## config.mk

```make
export PLATFORM = sky130hd
export DESIGN_NAME = term_seq
export DESIGN_NICKNAME = d
export VERILOG_FILES = /design/src/rtl/term_pkg.sv /design/src/rtl/term_cursor.sv /design/src/rtl/term_seq.sv
export SDC_FILE = /design/constraint.sdc
export NUM_CORES = 1
export LEC_CHECK = 0
export CAP_MARGIN = 20
export CORE_UTILIZATION = 45
export CTS_CLUSTER_DIAMETER = 60
export DETAILED_ROUTE_END_ITERATION = 12
export PLACE_DENSITY = 0.74
export SETUP_SLACK_MARGIN = 0.05
export SYNTH_ARGS = -nofsm -noshare
export SYNTH_HDL_FRONTEND = slang
export SYNTH_HIERARCHICAL = 1
export SYNTH_SLANG_ARGS = --single-unit
```

## constraint.sdc

```tcl
create_clock -name i_clk -period 3.4 [get_ports i_clk]
set_input_delay 0.68 -clock i_clk [delete_from_list [all_inputs] [get_ports i_clk]]
set_output_delay 0.68 -clock i_clk [all_outputs]
set_load 0.005 [all_outputs]
```

## src/rtl/term_pkg.sv

```systemverilog
// Shared constants, FSM state encoding and cursor operation codes for the
// terminal byte sequencer.
package term_pkg;

    localparam int COLS_DEF = 80;
    localparam int ROWS_DEF = 30;

    localparam logic [7:0] CH_CR    = 8'h0D;
    localparam logic [7:0] CH_LF    = 8'h0A;
    localparam logic [7:0] CH_BS    = 8'h08;
    localparam logic [7:0] CH_FF    = 8'h0C;
    localparam logic [7:0] PRINT_LO = 8'h20;
    localparam logic [7:0] PRINT_HI = 8'h7E;

    typedef enum logic [2:0] {
        ST_IDLE,
        ST_DECODE,
        ST_PUT,
        ST_ADVANCE,
        ST_SCROLL,
        ST_SCROLL_WAIT,
        ST_CLEAR,
        ST_CLEAR_WAIT
    } state_t;

    typedef enum logic [2:0] {
        CUR_HOLD,
        CUR_INC,
        CUR_DEC,
        CUR_COL0,
        CUR_ROW_INC,
        CUR_HOME
    } cur_op_t;

    function automatic logic is_printable(input logic [7:0] b);
        return (b >= PRINT_LO) && (b <= PRINT_HI);
    endfunction

endpackage

```

## src/rtl/term_cursor.sv

```systemverilog
// Cursor position register; all arithmetic clamps so col < COLS and row < ROWS.
module term_cursor
    import term_pkg::*;
#(
    parameter int COLS = COLS_DEF,
    parameter int ROWS = ROWS_DEF
) (
    input  logic                    i_clk,
    input  logic                    i_rst,
    input  cur_op_t                 i_op,
    output logic [$clog2(COLS)-1:0] o_col,
    output logic [$clog2(ROWS)-1:0] o_row,
    output logic                    o_last_col,
    output logic                    o_last_row
);

    localparam int CW = $clog2(COLS);
    localparam int RW = $clog2(ROWS);

    assign o_last_col = (o_col == CW'(COLS - 1));
    assign o_last_row = (o_row == RW'(ROWS - 1));

    // Wrapping past the bottom row leaves row at ROWS-1; the scroll itself is
    // the sequencer's job.
    always_ff @(posedge i_clk) begin
        if (i_rst) begin
            o_col <= '0;
            o_row <= '0;
        end else begin
            case (i_op)
                CUR_INC: begin
                    if (!o_last_col) begin
                        o_col <= o_col + CW'(1);
                    end else begin
                        o_col <= '0;
                        if (!o_last_row) o_row <= o_row + RW'(1);
                    end
                end
                CUR_DEC: begin
                    if (o_col != '0) o_col <= o_col - CW'(1);
                end
                CUR_COL0: o_col <= '0;
                CUR_ROW_INC: begin
                    if (!o_last_row) o_row <= o_row + RW'(1);
                end
                CUR_HOME: begin
                    o_col <= '0;
                    o_row <= '0;
                end
                default: ;
            endcase
        end
    end

endmodule

```

## src/rtl/term_seq.sv

```systemverilog
// Terminal byte sequencer: decodes received bytes into VRAM character writes,
// cursor moves, scroll requests and screen clears.
module term_seq
    import term_pkg::*;
#(
    parameter int COLS = COLS_DEF,
    parameter int ROWS = ROWS_DEF
) (
    input  logic                    i_clk,
    input  logic                    i_rst,
    input  logic                    i_rx_valid,
    input  logic [7:0]              i_rx_data,
    output logic                    o_rx_ready,
    output logic                    o_put_start,
    output logic [7:0]              o_put_char,
    output logic [$clog2(COLS)-1:0] o_col,
    output logic [$clog2(ROWS)-1:0] o_row,
    output logic                    o_scroll_start,
    input  logic                    i_scroll_done,
    output logic                    o_clear_start,
    input  logic                    i_clear_done,
    output logic                    o_busy,
    output state_t                  o_state
);

    state_t  state;
    state_t  next_state;
    cur_op_t cur_op;
    logic    [7:0] rx_byte;
    logic    last_col;
    logic    last_row;
    logic    accept;

    // Handshake: a byte transfers on a rising edge where i_rx_valid and
    // o_rx_ready are both high; i_rx_data is only looked at on that edge.
    assign accept     = i_rx_valid && o_rx_ready;
    assign o_put_char = rx_byte;
    assign o_state    = state;

    term_cursor #(
        .COLS(COLS),
        .ROWS(ROWS)
    ) u_cursor (
        .i_clk     (i_clk),
        .i_rst     (i_rst),
        .i_op      (cur_op),
        .o_col     (o_col),
        .o_row     (o_row),
        .o_last_col(last_col),
        .o_last_row(last_row)
    );

    always_comb begin
        next_state = state;
        cur_op     = CUR_HOLD;
        case (state)
            ST_IDLE: begin
                if (accept) next_state = ST_DECODE;
            end
            ST_DECODE: begin
                if (is_printable(rx_byte)) begin
                    next_state = ST_PUT;
                end else begin
                    next_state = ST_IDLE;
                    case (rx_byte)
                        CH_CR: cur_op = CUR_COL0;
                        CH_LF: begin
                            if (last_row) next_state = ST_SCROLL;
                            else          cur_op     = CUR_ROW_INC;
                        end
                        CH_BS: cur_op = CUR_DEC;
                        CH_FF: next_state = ST_CLEAR;
                        default: ;
                    endcase
                end
            end
            ST_PUT: next_state = ST_ADVANCE;
            ST_ADVANCE: begin
                cur_op     = CUR_INC;
                next_state = (last_col && last_row) ? ST_SCROLL : ST_IDLE;
            end
            ST_SCROLL: next_state = ST_SCROLL_WAIT;
            ST_SCROLL_WAIT: begin
                if (i_scroll_done) next_state = ST_IDLE;
            end
            ST_CLEAR: next_state = ST_CLEAR_WAIT;
            ST_CLEAR_WAIT: begin
                if (i_clear_done) begin
                    cur_op     = CUR_HOME;
                    next_state = ST_IDLE;
                end
            end
            default: next_state = ST_IDLE;
        endcase
    end

    // Outputs are registered decodes of next_state; ready additionally needs a
    // full cycle already spent in IDLE, so it is low while reset is held.
    always_ff @(posedge i_clk) begin
        if (i_rst) begin
            state          <= ST_IDLE;
            rx_byte        <= 8'h00;
            o_rx_ready     <= 1'b0;
            o_put_start    <= 1'b0;
            o_scroll_start <= 1'b0;
            o_clear_start  <= 1'b0;
            o_busy         <= 1'b0;
        end else begin
            state          <= next_state;
            if (accept) rx_byte <= i_rx_data;
            o_rx_ready     <= (state == ST_IDLE) && (next_state == ST_IDLE);
            o_put_start    <= (next_state == ST_PUT);
            o_scroll_start <= (next_state == ST_SCROLL);
            o_clear_start  <= (next_state == ST_CLEAR);
            o_busy         <= (next_state != ST_IDLE);
        end
    end

endmodule

```

# Word-level counts from Yosys, hierarchy flattened
# Index checks and enable logic that the tools add are counted.
word_totals:
  ff_bits: 28
  in_bits: 13
  output_inout_bits: 28
  elab_cells: 69
op_classes:
  addsub: 3
  n_lt_le_gt_ge: 2
  eq_ne: 23
  mux: 19
  reduce_logical: 13
ops:
  columns: ["operator", "count"]
  rows:
  - ["8-bit by 4-bit == test with 1-bit output, second input constant", 4]
  - ["3-bit two-way mux", 9]
  - ["3-bit == test, second input constant", 8]
  - ["3-bit one-hot mux with 8 select lines", 1]
  - ["7-bit one-hot mux with 3 select lines", 1]
  - ["3-bit one-hot mux with 3 select lines", 2]
  - ["3-bit by 2-bit == test with 1-bit output, second input constant", 5]
  - ["5-bit one-hot mux with 3 select lines", 1]
  - ["7-bit two-way mux", 2]
  - ["5-bit two-way mux", 2]
  - ["3-bit nonzero test", 3]
  - ["8-bit by 6-bit greater-or-equal comparator with 1-bit output, second input constant", 1]
  - ["8-bit by 7-bit <= comparator with 1-bit output, second input constant", 1]
  - ["7-bit by 1-bit adder with 7-bit output, second input constant", 1]
  - ["7-bit == test, second input constant", 1]
  - ["7-bit nonzero test", 1]
  - ["7-bit by 1-bit subtractor with 7-bit output, second input constant", 1]
  - ["3-bit by 1-bit == test with 1-bit output, second input constant", 2]
  - ["3-bit zero test", 2]
  - ["3-bit one-hot mux with 2 select lines", 1]
  - ["5-bit by 1-bit adder with 5-bit output, second input constant", 1]
  - ["5-bit == test, second input constant", 1]
  - ["1-bit logical AND", 4]
  - ["2-bit AND reduction", 2]
  - ["3 further kinds", 3]

# Depth between registers and ports, before layout
# Gate-level depths: netlist of the first run.
logic_depth:
  word_depth: 9
  ltp_mapped: 13
  mapped_depth_nobuf: 12

# Modules after synthesis
# The synthesis of the first run kept the hierarchy.
modules_own_cells:
  columns: ["mod", "n_inst", "cells_per_inst", "area_per_inst_um2", "seq_area_each_um2"]
  rows:
  - ["term_cursor", 1, 108, 854.6, 240.2]
  - ["term_seq", 1, 94, 763.2, 320.3]

# Worst setup path before layout of the first run
# Ideal clock, no wire load.
synth_timing:
  path_kind: "register to register"
  from: "register u_cursor.o_row[1]"
  to: "register u_cursor.o_col[4]"
  setup_time_ps: 86
  arrival_ps: 3041
  required_time_ps: 3314
  setup_slack_ps: 273
  path_stages_with_launch: 14
  n_path_buf: 1
  period_less_slack_ps: 3127
  path_cell_list: "dfxtp_1 > inv_1 > ha_1 > nand4_1 > inv_1 > or4b_1 > or4_1 > a21oi_1 > nand2b_1 > clkbuf_1 > nor2_1 > a32oi_1 > a21oi_1 > a211oi_1"
synth_between:
  elab_chain_len: 9
  elab_cells_between_ends: 14
  cone_classes: "eq/ne: 6; mux: 5; reduce/logical: 3"
synth_lines:
  columns: ["element", "line_no", "rtl"]
  rows:
  - ["start, declared", "term_cursor.sv:12", "output logic [$clog2(ROWS)-1:0] o_row,"]
  - ["start signal, assigned", "term_cursor.sv:36", "if (!o_last_row) o_row <= o_row + RW'(1);"]
  - ["start signal, assigned", "term_cursor.sv:44", "if (!o_last_row) o_row <= o_row + RW'(1);"]
  - ["5-bit == test (*)", "term_cursor.sv:21", "assign o_last_row = (o_row == RW'(ROWS - 1));"]
  - ["via last_row", "term_seq.sv:31", "logic last_row;"]
  - ["3-bit two-way mux (*)", "term_seq.sv:68", "if (last_row) next_state = ST_SCROLL;"]
  - ["3-bit one-hot mux with 3 select lines (*)", "term_seq.sv:65", "case (rx_byte)"]
  - ["3-bit two-way mux (*)", "term_seq.sv:61", "if (is_printable(rx_byte)) begin"]
  - ["3-bit one-hot mux with 3 select lines (*)", "term_seq.sv:56", "case (state)"]
  - ["via cur_op[2]", "term_seq.sv:28", "cur_op_t cur_op;"]
  - ["3-bit by 2-bit == test with 1-bit output or 3-bit == test (tied branches)", "term_cursor.sv:30", "case (i_op)"]
  - ["2-bit OR reduction (no line)", null, null]
  - ["3-bit nonzero test (no line)", null, null]
  - ["2-bit AND reduction (no line)", null, null]
  - ["end signal, assigned", "term_cursor.sv:33", "o_col <= o_col + CW'(1);"]
  - ["end signal, assigned", "term_cursor.sv:40", "if (o_col != '0) o_col <= o_col - CW'(1);"]
  - ["end, declared", "term_cursor.sv:11", "output logic [$clog2(COLS)-1:0] o_col,"]
# Mark *: on every way through the listed nets, which the timed path passes. The rest lies on a longest branch.
# A chain may end at the register's enable or synchronous reset.

# Worst setup path in the final report of the first run
# Ends and elaborated chain as after synthesis.

==> run_results.csv, run 1 <==
group,metric,value,unit
status,status,"completed",
clock_tree,path_clk_slew,160,ps
timing,tightestPinTransition,583,ps
floorplanning,initial_utilization,0.477,
floorplanning,die_width,62.0,um
routing,wl_per_cell,13.0,um
clock_tree,clk_latency,340,ps
timing,worst_hold_slack,500,ps
final_layout,fin_nets,262,
job,maxCapViolations,0,
routing,route.detailed.drc,0,
routing,antenna_left,0,
clock_tree,ctsResizeCount,0,
timing,period_needed,3070,ps
logic_synthesis,yosysTopAreaCellShare,0.346,
routing,drt-total-wl,3760,um
placed_design,place_hpwl,2680,um
clock_tree,cts_buffers,3,
timing,min_period_over_period,0.902,
routing,met3_length,145,um
timing,finalMaxSlewViolations,0,
setup_path,ff2ff_path_depth,12,
logic_synthesis,yosysUniqueCellTypes,55,
setup_path,critPathMaxStageDelay,490,ps
logic_synthesis,ys_seq_area_frac,0.346,
logic_synthesis,synthCells,202,
routing,routed-wl-met2,1820,um
routing,avgViaCountPerCell,5.61,
global_routing,grt_pass1_wl,5780,um
clock_tree,cts_tree,"done",
timing,maxSlewHeadroom,0.610,
logic_synthesis,ys_warn_count,6,
setup_path,r2r-end,"u_cursor/o_col[4]$_SDFFE_PP0P_",
setup_path,endpoint,"u_cursor/o_col[4]$_SDFFE_PP0P_",
routing,drt_iter0_drc,105,
logic_synthesis,netlist_top_cells_area,"dfxtp_1, a21oi_1, nand2_1",
logic_synthesis,synth.most_common_cell,"dfxtp_1",
logic_synthesis,ys.flop_type,"dfxtp_1",
logic_synthesis,ys_ff_latch,28,
logic_synthesis,synthTopCellsByCount,"dfxtp_1, nand2_1, a21oi_1, nor2_1, nor3_1",
placed_design,gp_routability_congestion,0.852,
timing,fmax,0.326,GHz
logic_synthesis,avgSynthCellArea,8.01,um^2
final_layout,drive_above_1_share,0.0861,
setup_path,crit_chain,"inv_1 -> ha_1 -> nand4_1 -> inv_1 -> or4b_1 -> or4_1 -> a21oi_1 -> nand2b_1 -> nor2_1 -> a32oi_1 -> a21oi_1 -> a211oi_1",
timing,rsz0062_at_grt,"no",
setup_path,crit_fanout,7,
floorplanning,io_pins,41,
setup_path,start_kind,"flop",
logic_synthesis,synthArstFlopShare,0,
logic_synthesis,synth_area_leader_cell,"dfxtp_1",
setup_path,critPathKind,"reg -> reg",
clock_tree,ctsHoldBuffers,0,
floorplanning,die_area,3840,um^2
global_routing,grt_pass1_vias,1337,
timing,hold_viol,0,
global_routing,grtUsageTotal,0.203,
floorplanning,core_area,3390,um^2
clock_tree,postCtsSetupBuffers,0,
clock_tree,cts_root_buf,"clkbuf_4",
setup_path,r2r_start,"u_cursor/o_row[1]$_SDFFE_PP0P_",
global_routing,antenna_found_initial,0,
floorplanning,die_h,62.0,um
setup_path,critPathArrivalTime,3330,ps
global_routing,gr-total-overflow,0,
setup_path,crit_required,3670,ps
setup_path,critPathSlowestCell,"or4b_1",
clock_tree,cts_num_sinks,28,
setup_path,endpoint_kind,"flop",
setup_path,cp-startpoint,"u_cursor/o_row[1]$_SDFFE_PP0P_",
pwr,leakage,0.744,nW
worst_hold_path,hp-class,"reg -> reg",
logic_synthesis,synth.net_count,219,
routing,first_pass_iters,4,
final_layout,area_delta_synth_final,31.9,%
logic_synthesis,syn-cell-area,1620,um^2
final_layout,fill_cells,296,
final_layout,antennaDiodeCount,0,
setup_path,rrSetupSlack,330,ps
clock_tree,h-tree-depth,1,
timing,setup_viol,0,
final_layout,post-route-util,0.629,
floorplanning,fp-row-count,21,
logic_synthesis,synth-edff-count,0,
routing,wl_met1,1740,um
timing,skew,1.67,ps
clock_tree,cts_buffer_depth,2,
pwr,ir_drop,0.222,mV
timing,fin_setup_tns,0,ps
routing,dr_total_vias,1626,
pwr,p_per_area,300,nW/um^2
placed_design,port_buffers,40,
routing,highest_layer,"met4",
global_routing,grt_max_degree,17,
[stage by stage]
stage	instance area, um^2	std cells	setup slack, ps	total power [mW]
2_1_floorplan	1620	202	273	0.383
3_3_place_gp	2080	286	396	0.421
3_5_place_dp	2080	286	412	0.421
4_1_cts	2130	290	363	0.647
5_1_grt	2130	290	97.1	0.665
6_report	2130	290	334	0.640
[per-layer routing]
metal | global-route usage | up-vias
met4 | 0.0667 | 0
met5 | 0 | -
met3 | 0.0497 | 7
li1 | - | 822
met2 | 0.328 | 42
met1 | 0.264 | 755
[layout make-up]
type / count / area [um^2] / share of cell area
clock inverters: 1 / 30.0 / 0.0141
clock buffers: 3 / 22.5 / 0.0106
inverters: 11 / 41.3 / 0.0194
flip-flops and latches: 28 / 561 / 0.263
repair buffers: 46 / 445 / 0.209
multi-input cells: 155 / 976 / 0.457
well taps: 46 / 57.6 / 0.0270
[how the worst min path moves through the flow]
stage | start | endpoint | cells past startpoint
3_5_place_dp | o_put_char[7]$_SDFFE_PP0P_ | o_put_char[7]$_SDFFE_PP0P_ | 2
6_report | o_put_char[7]$_SDFFE_PP0P_ | o_put_char[7]$_SDFFE_PP0P_ | 2
2_1_floorplan | o_put_char[7]$_SDFFE_PP0P_ | o_put_char[7]$_SDFFE_PP0P_ | 2
4_1_cts | o_put_char[7]$_SDFFE_PP0P_ | o_put_char[7]$_SDFFE_PP0P_ | 2
5_1_grt | o_put_char[4]$_SDFFE_PP0P_ | o_put_char[4]$_SDFFE_PP0P_ | 2
3_3_place_gp | o_put_char[7]$_SDFFE_PP0P_ | o_put_char[7]$_SDFFE_PP0P_ | 2
[report_power, final]
group / total [mW] / internal, mW / switching, mW
Combinational: 0.0712 / 0.0393 / 0.0319
Sequential: 0.343 / 0.336 / 0.00764
Clock: 0.226 / 0.119 / 0.106
[cells by family (layout without fill, tap and decap cells)]
| logic type | Yosys count | in the layout | share of synthesized area |
|---|---|---|---|
| muxes | 1 | 1 | 0.00696 |
| adders and majority gates | 4 | 4 | 0.0309 |
| buffers and inverters | 19 | 61 | 0.0503 |
| xor gates and xnor gates | 6 | 6 | 0.0325 |
| DFF | 28 | 28 | 0.346 |
| AOI/OAI and AO/OA | 52 | 52 | 0.227 |
| and+or+nand+nor | 92 | 92 | 0.306 |
[placed cells by master, fill, tap and decap left out, types with 2 or more instances in the layout]
cell	netlist	layout
nand3b_1	4	4
inv_1	11	11
buf_4	0	6
a21oi_1	23	23
o21ai_0	3	3
dfxtp_1	28	28
ha_1	4	4
a211oi_1	3	3
o211ai_1	2	2
nand2b_1	4	4
nand2_1	25	25
nor3b_1	2	2
xnor2_1	5	5
o31ai_1	4	4
a32o_1	2	2
nor4_1	3	3
or3_1	2	2
nor2_1	13	13
nor3_1	12	12
nand3_1	8	8
clkbuf_4	0	3
nand4_1	3	3
and3_1	3	3
clkdlybuf4s50_1	0	40
[registers in the layout, summed over array words and instances, names as in the netlist]
register,count
u_cursor/o_row,5
o_scroll_start,1
u_cursor/o_col,7
o_clear_start,1
o_state,3
o_put_char,8
o_busy,1
o_rx_ready,1
o_put_start,1
[worst max-delay path, delay by kind of cell, from the launching register on]
kind | cells | cell delay, ps
adder cells (fa/ha/maj) | 1 | 170
AND/OR/NAND/NOR | 5 | 1260
AO/OA/AOI/OAI | 4 | 990
buffers and inverters | 2 | 150
flip-flops | 1 | 420
Power figures use the tool's default switching activity.
==> run 2: changes to the inputs <==
- ABC_CLOCK_PERIOD_IN_PS: unset -> 3400
- CORE_UTILIZATION: 45 -> 49
- PLACE_DENSITY: 0.74 -> 0.8
==> run 2 against run 1 <==
Count of clock-buffer cells in the layout is the same. Worst hold slack barely moved. Critical endpoint unchanged. Sequential power about the same. Wire length fell by 1.9%. Clock skew is 5.6 ps higher. Core utilization up 4.6 points. Register-to-register slack about the same. Global-route usage is 1.9 points higher. Maximum frequency down 0.30%.
==> run_results.csv, run 2 (synthesis results as in run 1) <==
group,metric,value,unit
status,status,"completed",
clock_tree,cts_buffers,3,
setup_path,critPathKind,"reg -> reg",
timing,rsz0062_at_grt,"no",
pwr,ir_drop,0.161,mV
setup_path,worst-path-buf-inv,2,
timing,tightestPinTransition,546,ps
setup_path,rrSetupSlack,320,ps
global_routing,grtUsageTotal,0.222,
timing,maxSlewHeadroom,0.635,
routing,drt-total-wl,3690,um
placed_design,place_hpwl,2780,um
routing,first_pass_iters,4,
placed_design,gp_routability_congestion,0.834,
timing,min_period_over_period,0.905,
floorplanning,die_area,3540,um^2
floorplanning,die_width,59.5,um
setup_path,critPathArrivalTime,3320,ps
final_layout,final_cell_mix,"clkdlybuf4s50_1, dfxtp_1, nand2_1",
pwr,pwr-share-clk,0.240,
global_routing,grt_max_degree,17,
timing,fin_setup_tns,0,ps
placed_design,numPlacedInstances,283,
clock_tree,h-tree-depth,1,
final_layout,drive_above_1_share,0.0826,
routing,drt_iter0_drc,90,
timing,setup_viol,0,
global_routing,grt_pass1_wl,6090,um
floorplanning,fp-row-count,20,
global_routing,gr-total-overflow,0,
timing,skew,7.26,ps
final_layout,post-route-util,0.675,
timing,finalMaxSlewViolations,0,
clock_tree,path_clk_slew,140,ps
placed_design,port_buffers,40,
pwr,leakage,0.724,nW
routing,antenna_left,0,
routing,wl_per_cell,12.9,um
pwr,pwr-share-seq,0.633,
setup_path,critPathMaxStageDelay,480,ps
floorplanning,io_pins,41,
setup_path,cp-startpoint,"u_cursor/o_row[1]$_SDFFE_PP0P_",
pwr,p_int,415,uW
routing,dr_total_vias,1592,
clock_tree,clk_latency,320,ps
final_layout,fin_nets,261,
final_layout,area_delta_synth_final,29.5,%
setup_path,crit_fanout,7,
clock_tree,cts_num_sinks,28,
worst_hold_path,hp-class,"reg -> reg",
setup_path,crit_required,3640,ps
pwr,p_per_area,259,nW/um^2
global_routing,grt_pass1_vias,1366,
timing,fmax,0.325,GHz
final_layout,final_cells,286,
timing,hold_viol,0,
final_layout,antennaDiodeCount,0,
pwr,power.switching,128,uW
floorplanning,initial_utilization,0.521,
pwr,sw_frac_of_total,0.236,
global_routing,antenna_found_initial,0,
final_layout,mostFrequentLayoutCell,"clkdlybuf4s50_1",
setup_path,endpoint_kind,"flop",
setup_path,start_kind,"flop",
floorplanning,die_h,59.5,um
setup_path,r2r_start,"u_cursor/o_row[1]$_SDFFE_PP0P_",
pwr,share_comb_of_total_power,0.127,
setup_path,r2r-end,"u_cursor/o_col[4]$_SDFFE_PP0P_",
setup_path,critPathSlowestCell,"or4b_1",
floorplanning,core_area,3100,um^2
setup_path,cp.depth,12,
clock_tree,cts_buffer_depth,2,
timing,period_needed,3080,ps
routing,avgViaCountPerCell,5.57,
clock_tree,ctsHoldBuffers,0,
clock_tree,cts_root_buf,"clkbuf_4",
setup_path,endpoint,"u_cursor/o_col[4]$_SDFFE_PP0P_",
routing,route.detailed.drc,0,
job,maxCapViolations,0,
setup_path,ff2ff_path_depth,12,
clock_tree,cts_tree,"done",
setup_path,cp_top_family,"simple AND/OR/NAND/NOR gates",
setup_path,crit_chain,"inv_1 -> ha_1 -> nand4_1 -> inv_1 -> or4b_1 -> or4_1 -> a21oi_1 -> nand2b_1 -> nor2_1 -> a32oi_1 -> a21oi_1 -> a211oi_1",
final_layout,largest_register_ffs,8,
final_layout,fill_cells,287,
==> run 2: cell types whose count changed in the layout (fill, tap and decap cells not counted), sizes merged <==
cell,delta
buf,-1
bufinv,-1
==> run 2: final cells by class <==
type,count,area [um^2],area share
inverter,11,41.3,0.0197
sequential,28,561,0.267
clock buffer,3,22.5,0.0107
tap,44,55.1,0.0263
timing repair buffer,45,438,0.209
multi-input combinational,155,978,0.467
==> run 2: tightest hold or removal path, cell delays in order (launching register included) <==
cell and delay, ps:
dfxtp_1 360, nand2_1 60, a21oi_1 50
==> run 2: worst min path at each step <==
| stage | slack [ps] | start | cells past startpoint | end |
|---|---|---|---|---|
| 5_1_grt | 520 | o_put_char[4]$_SDFFE_PP0P_ | 2 | o_put_char[4]$_SDFFE_PP0P_ |
| 3_5_place_dp | 480 | o_put_char[7]$_SDFFE_PP0P_ | 2 | o_put_char[7]$_SDFFE_PP0P_ |
| 3_3_place_gp | 480 | o_put_char[7]$_SDFFE_PP0P_ | 2 | o_put_char[7]$_SDFFE_PP0P_ |
| 6_report | 500 | o_put_char[7]$_SDFFE_PP0P_ | 2 | o_put_char[7]$_SDFFE_PP0P_ |
| 2_1_floorplan | 480 | o_put_char[7]$_SDFFE_PP0P_ | 2 | o_put_char[7]$_SDFFE_PP0P_ |
| 4_1_cts | 510 | o_put_char[7]$_SDFFE_PP0P_ | 2 | o_put_char[7]$_SDFFE_PP0P_ |
==> run 2: per-layer routing <==
layer  global-route usage  routed length, um
met1                0.303               1780
met2                0.356               1750
met3               0.0240                144
met4               0.0850                 13
met5                    0                  0
==> run 2: timing repair <==
item	CTS	global route
buffers inserted	0	0
endpoints found under the setup margin	0	1
gates resized for setup	0	1
==> run 2: power groups by stage <==
stage / Sequential [mW] / Combinational (mW) / Clock (mW)
finish: 0.344 / 0.0689 / 0.131
global route: 0.346 / 0.0752 / 0.155
detailed placement: 0.351 / 0.0689 / 0
floorplan: 0.350 / 0.0330 / 0
global placement: 0.351 / 0.0686 / 0
CTS: 0.344 / 0.0694 / 0.140
==> run 2: metrics by stage <==
| step | setup slack (ps) | power [mW] | hold slack (ps) | area, um^2 |
|---|---|---|---|---|
| floorplan | 273 | 0.383 | 477 | 1620 |
| global placement | 408 | 0.420 | 480 | 2070 |
| detailed placement | 369 | 0.420 | 484 | 2070 |
| CTS | 356 | 0.553 | 505 | 2090 |
| global route | 89.6 | 0.576 | 517 | 2100 |
| finish | 324 | 0.543 | 499 | 2100 |
==> run 3: changes to the inputs <==
- PLACE_DENSITY: 0.8 -> 0.81
- SETUP_SLACK_MARGIN: 0.05 -> unset
- SLEW_MARGIN: unset -> 10
==> run 3 against run 2 <==
Cell area decreased by 0.12%. Via count is 1.0% higher. Non-clock buffer count is the same. Sequential cell count stayed put. Worst setup slack got worse by 4.3 ps. Core utilization down 0.081 points. Global-route usage about the same. Wire length down 1.7%. Count of clock-buffer cells in the layout unchanged. Clock skew shrank 1.6 ps. First-iteration DRC count up 3.3%. Total power rose by 0.98%. Largest power group unchanged.
==> run_results.csv, run 3 (synthesis results as in run 1) <==
group,metric,value,unit
floorplanning,io_pins,41,
timing,worst_hold_slack,502,ps
placed_design,numPlacedInstances,283,
pwr,pwr-share-seq,0.627,
clock_tree,path_clk_slew,140,ps
clock_tree,cts_tree,"done",
clock_tree,cts_buffer_depth,2,
setup_path,critPathKind,"reg -> reg",
routing,first_pass_iters,5,
routing,drt-total-wl,3620,um
routing,dr_total_vias,1608,
floorplanning,die_h,59.5,um
timing,hold_viol,0,
timing,maxSlewHeadroom,0.605,
setup_path,critPathArrivalTime,3330,ps
pwr,ir_drop,0.193,mV
setup_path,crit_required,3650,ps
timing,skew,5.69,ps
clock_tree,ctsHoldBuffers,0,
pwr,pwr-share-clk,0.247,
routing,route.detailed.drc,0,
worst_hold_path,hp-class,"reg -> reg",
setup_path,endpoint_kind,"flop",
status,status,"completed",
global_routing,grt_pass1_vias,1389,
placed_design,gp_routability_congestion,0.854,
placed_design,place_hpwl,2730,um
final_layout,drive_above_1_share,0.0785,
global_routing,gr-total-overflow,0,
final_layout,mostFrequentLayoutCell,"clkdlybuf4s50_1",
clock_tree,cts_num_sinks,28,
timing,tightestPinTransition,591,ps
pwr,sw_frac_of_total,0.243,
clock_tree,cts_buffers,3,
final_layout,final_cells,286,
pwr,share_comb_of_total_power,0.126,
floorplanning,fp-row-count,20,
clock_tree,clk_latency,320,ps
floorplanning,die_width,59.5,um
global_routing,grtUsageTotal,0.222,
clock_tree,h-tree-depth,1,
timing,min_period_over_period,0.906,
timing,finalMaxSlewViolations,0,
pwr,power,549,uW
timing,setup_viol,0,
clock_tree,postCtsSetupBuffers,0,
placed_design,port_buffers,40,
final_layout,antennaDiodeCount,0,
pwr,leakage,0.724,nW
routing,avgViaCountPerCell,5.62,
final_layout,final_cell_mix,"clkdlybuf4s50_1, dfxtp_1, nand2_1",
floorplanning,initial_utilization,0.521,
timing,fmax,0.325,GHz
floorplanning,die_area,3540,um^2
clock_tree,ctsResizeCount,0,
timing,fin_setup_tns,0,ps
final_layout,area_delta_synth_final,29.4,%
routing,wl_per_cell,12.7,um
setup_path,critPathMaxStageDelay,490,ps
clock_tree,cts_root_buf,"clkbuf_4",
pwr,p_per_area,262,nW/um^2
job,maxCapViolations,0,
timing,period_needed,3080,ps
floorplanning,core_area,3100,um^2
final_layout,largest_register_ffs,8,
setup_path,start_kind,"flop",
global_routing,grt_pass1_wl,5990,um
setup_path,crit_fanout,8,
final_layout,fin_nets,261,
timing,rsz0062_at_grt,"no",
global_routing,antenna_found_initial,0,
setup_path,critPathSlowestCell,"or4b_1",
final_layout,post-route-util,0.675,
pwr,p_int,416,uW
setup_path,crit_chain,"inv_1 -> ha_1 -> nand4_1 -> inv_1 -> or4b_1 -> or4_1 -> a21oi_1 -> nand2b_1 -> buf_4 -> nand2_1 -> nor4_1 -> a21oi_1 -> o32ai_1",
pwr,power.switching,133,uW
routing,antenna_left,0,
global_routing,grt_max_degree,17,
routing,drt_iter0_drc,93,
-- run 3: cell counts in the layout (fill, tap and decap cells not counted) --
Identical to the previous run, type by type.
-- run 3: worst max-delay path: cells and delay by family, from the launching register on --
kind                     cells  cell delay [ps]
buffers and inverters        3              290
AND/OR/NAND/NOR              6             1650
flip-flops                   1              420
AO/OA/AOI/OAI                3              500
adder cells (fa/ha/maj)      1              170
-- run 3: area by class of cell --
class                           instances  area [um^2]
Timing Repair Buffer                   45          438
Multi-Input combinational cell        155          976
Fill cell                             288         1010
Inverter                               11         41.3
Tap cell                               44         55.1
Clock buffer                            3         22.5
Sequential cell                        28          561
-- run 3: path summary, 6_finish.rpt --
check,startpoint,end,slack (ps),cells past startpoint
max,u_cursor/o_row[1]$_SDFFE_PP0P_,u_cursor/o_col[5]$_SDFFE_PP0P_,320,13
min,o_put_char[7]$_SDFFE_PP0P_,o_put_char[7]$_SDFFE_PP0P_,500,2
max reg2reg,u_cursor/o_row[1]$_SDFFE_PP0P_,u_cursor/o_col[5]$_SDFFE_PP0P_,320,13
min reg2reg,o_put_char[7]$_SDFFE_PP0P_,o_put_char[7]$_SDFFE_PP0P_,500,2
-- run 3: routing by layer --
| metal | global-route usage | share of wire | routed length, um | vias up |
|---|---|---|---|---|
| li1 | - | - | - | 814 |
| met5 | 0 | 0 | 0 | - |
| met2 | 0.382 | 0.48 | 1760 | 46 |
| met3 | 0.0371 | 0.041 | 150 | 2 |
| met1 | 0.280 | 0.47 | 1700 | 746 |
| met4 | 0.0680 | 0.0050 | 18 | 0 |
-- run 3: power by group through the flow --
stage	Sequential (mW)	Combinational (mW)	Clock, mW
6_report	0.344	0.0690	0.136
5_1_grt	0.346	0.0753	0.157
4_1_cts	0.344	0.0696	0.141
3_5_place_dp	0.351	0.0692	0
3_3_place_gp	0.351	0.0684	0
2_1_floorplan	0.350	0.0330	0
-- run 3: stage by stage --
step	setup slack, ps	instance area (um^2)
final	320	2090
after global routing	54.0	2090
after CTS	345	2090
after detailed placement	373	2070
after global placement	417	2070
after floorplan	273	1620
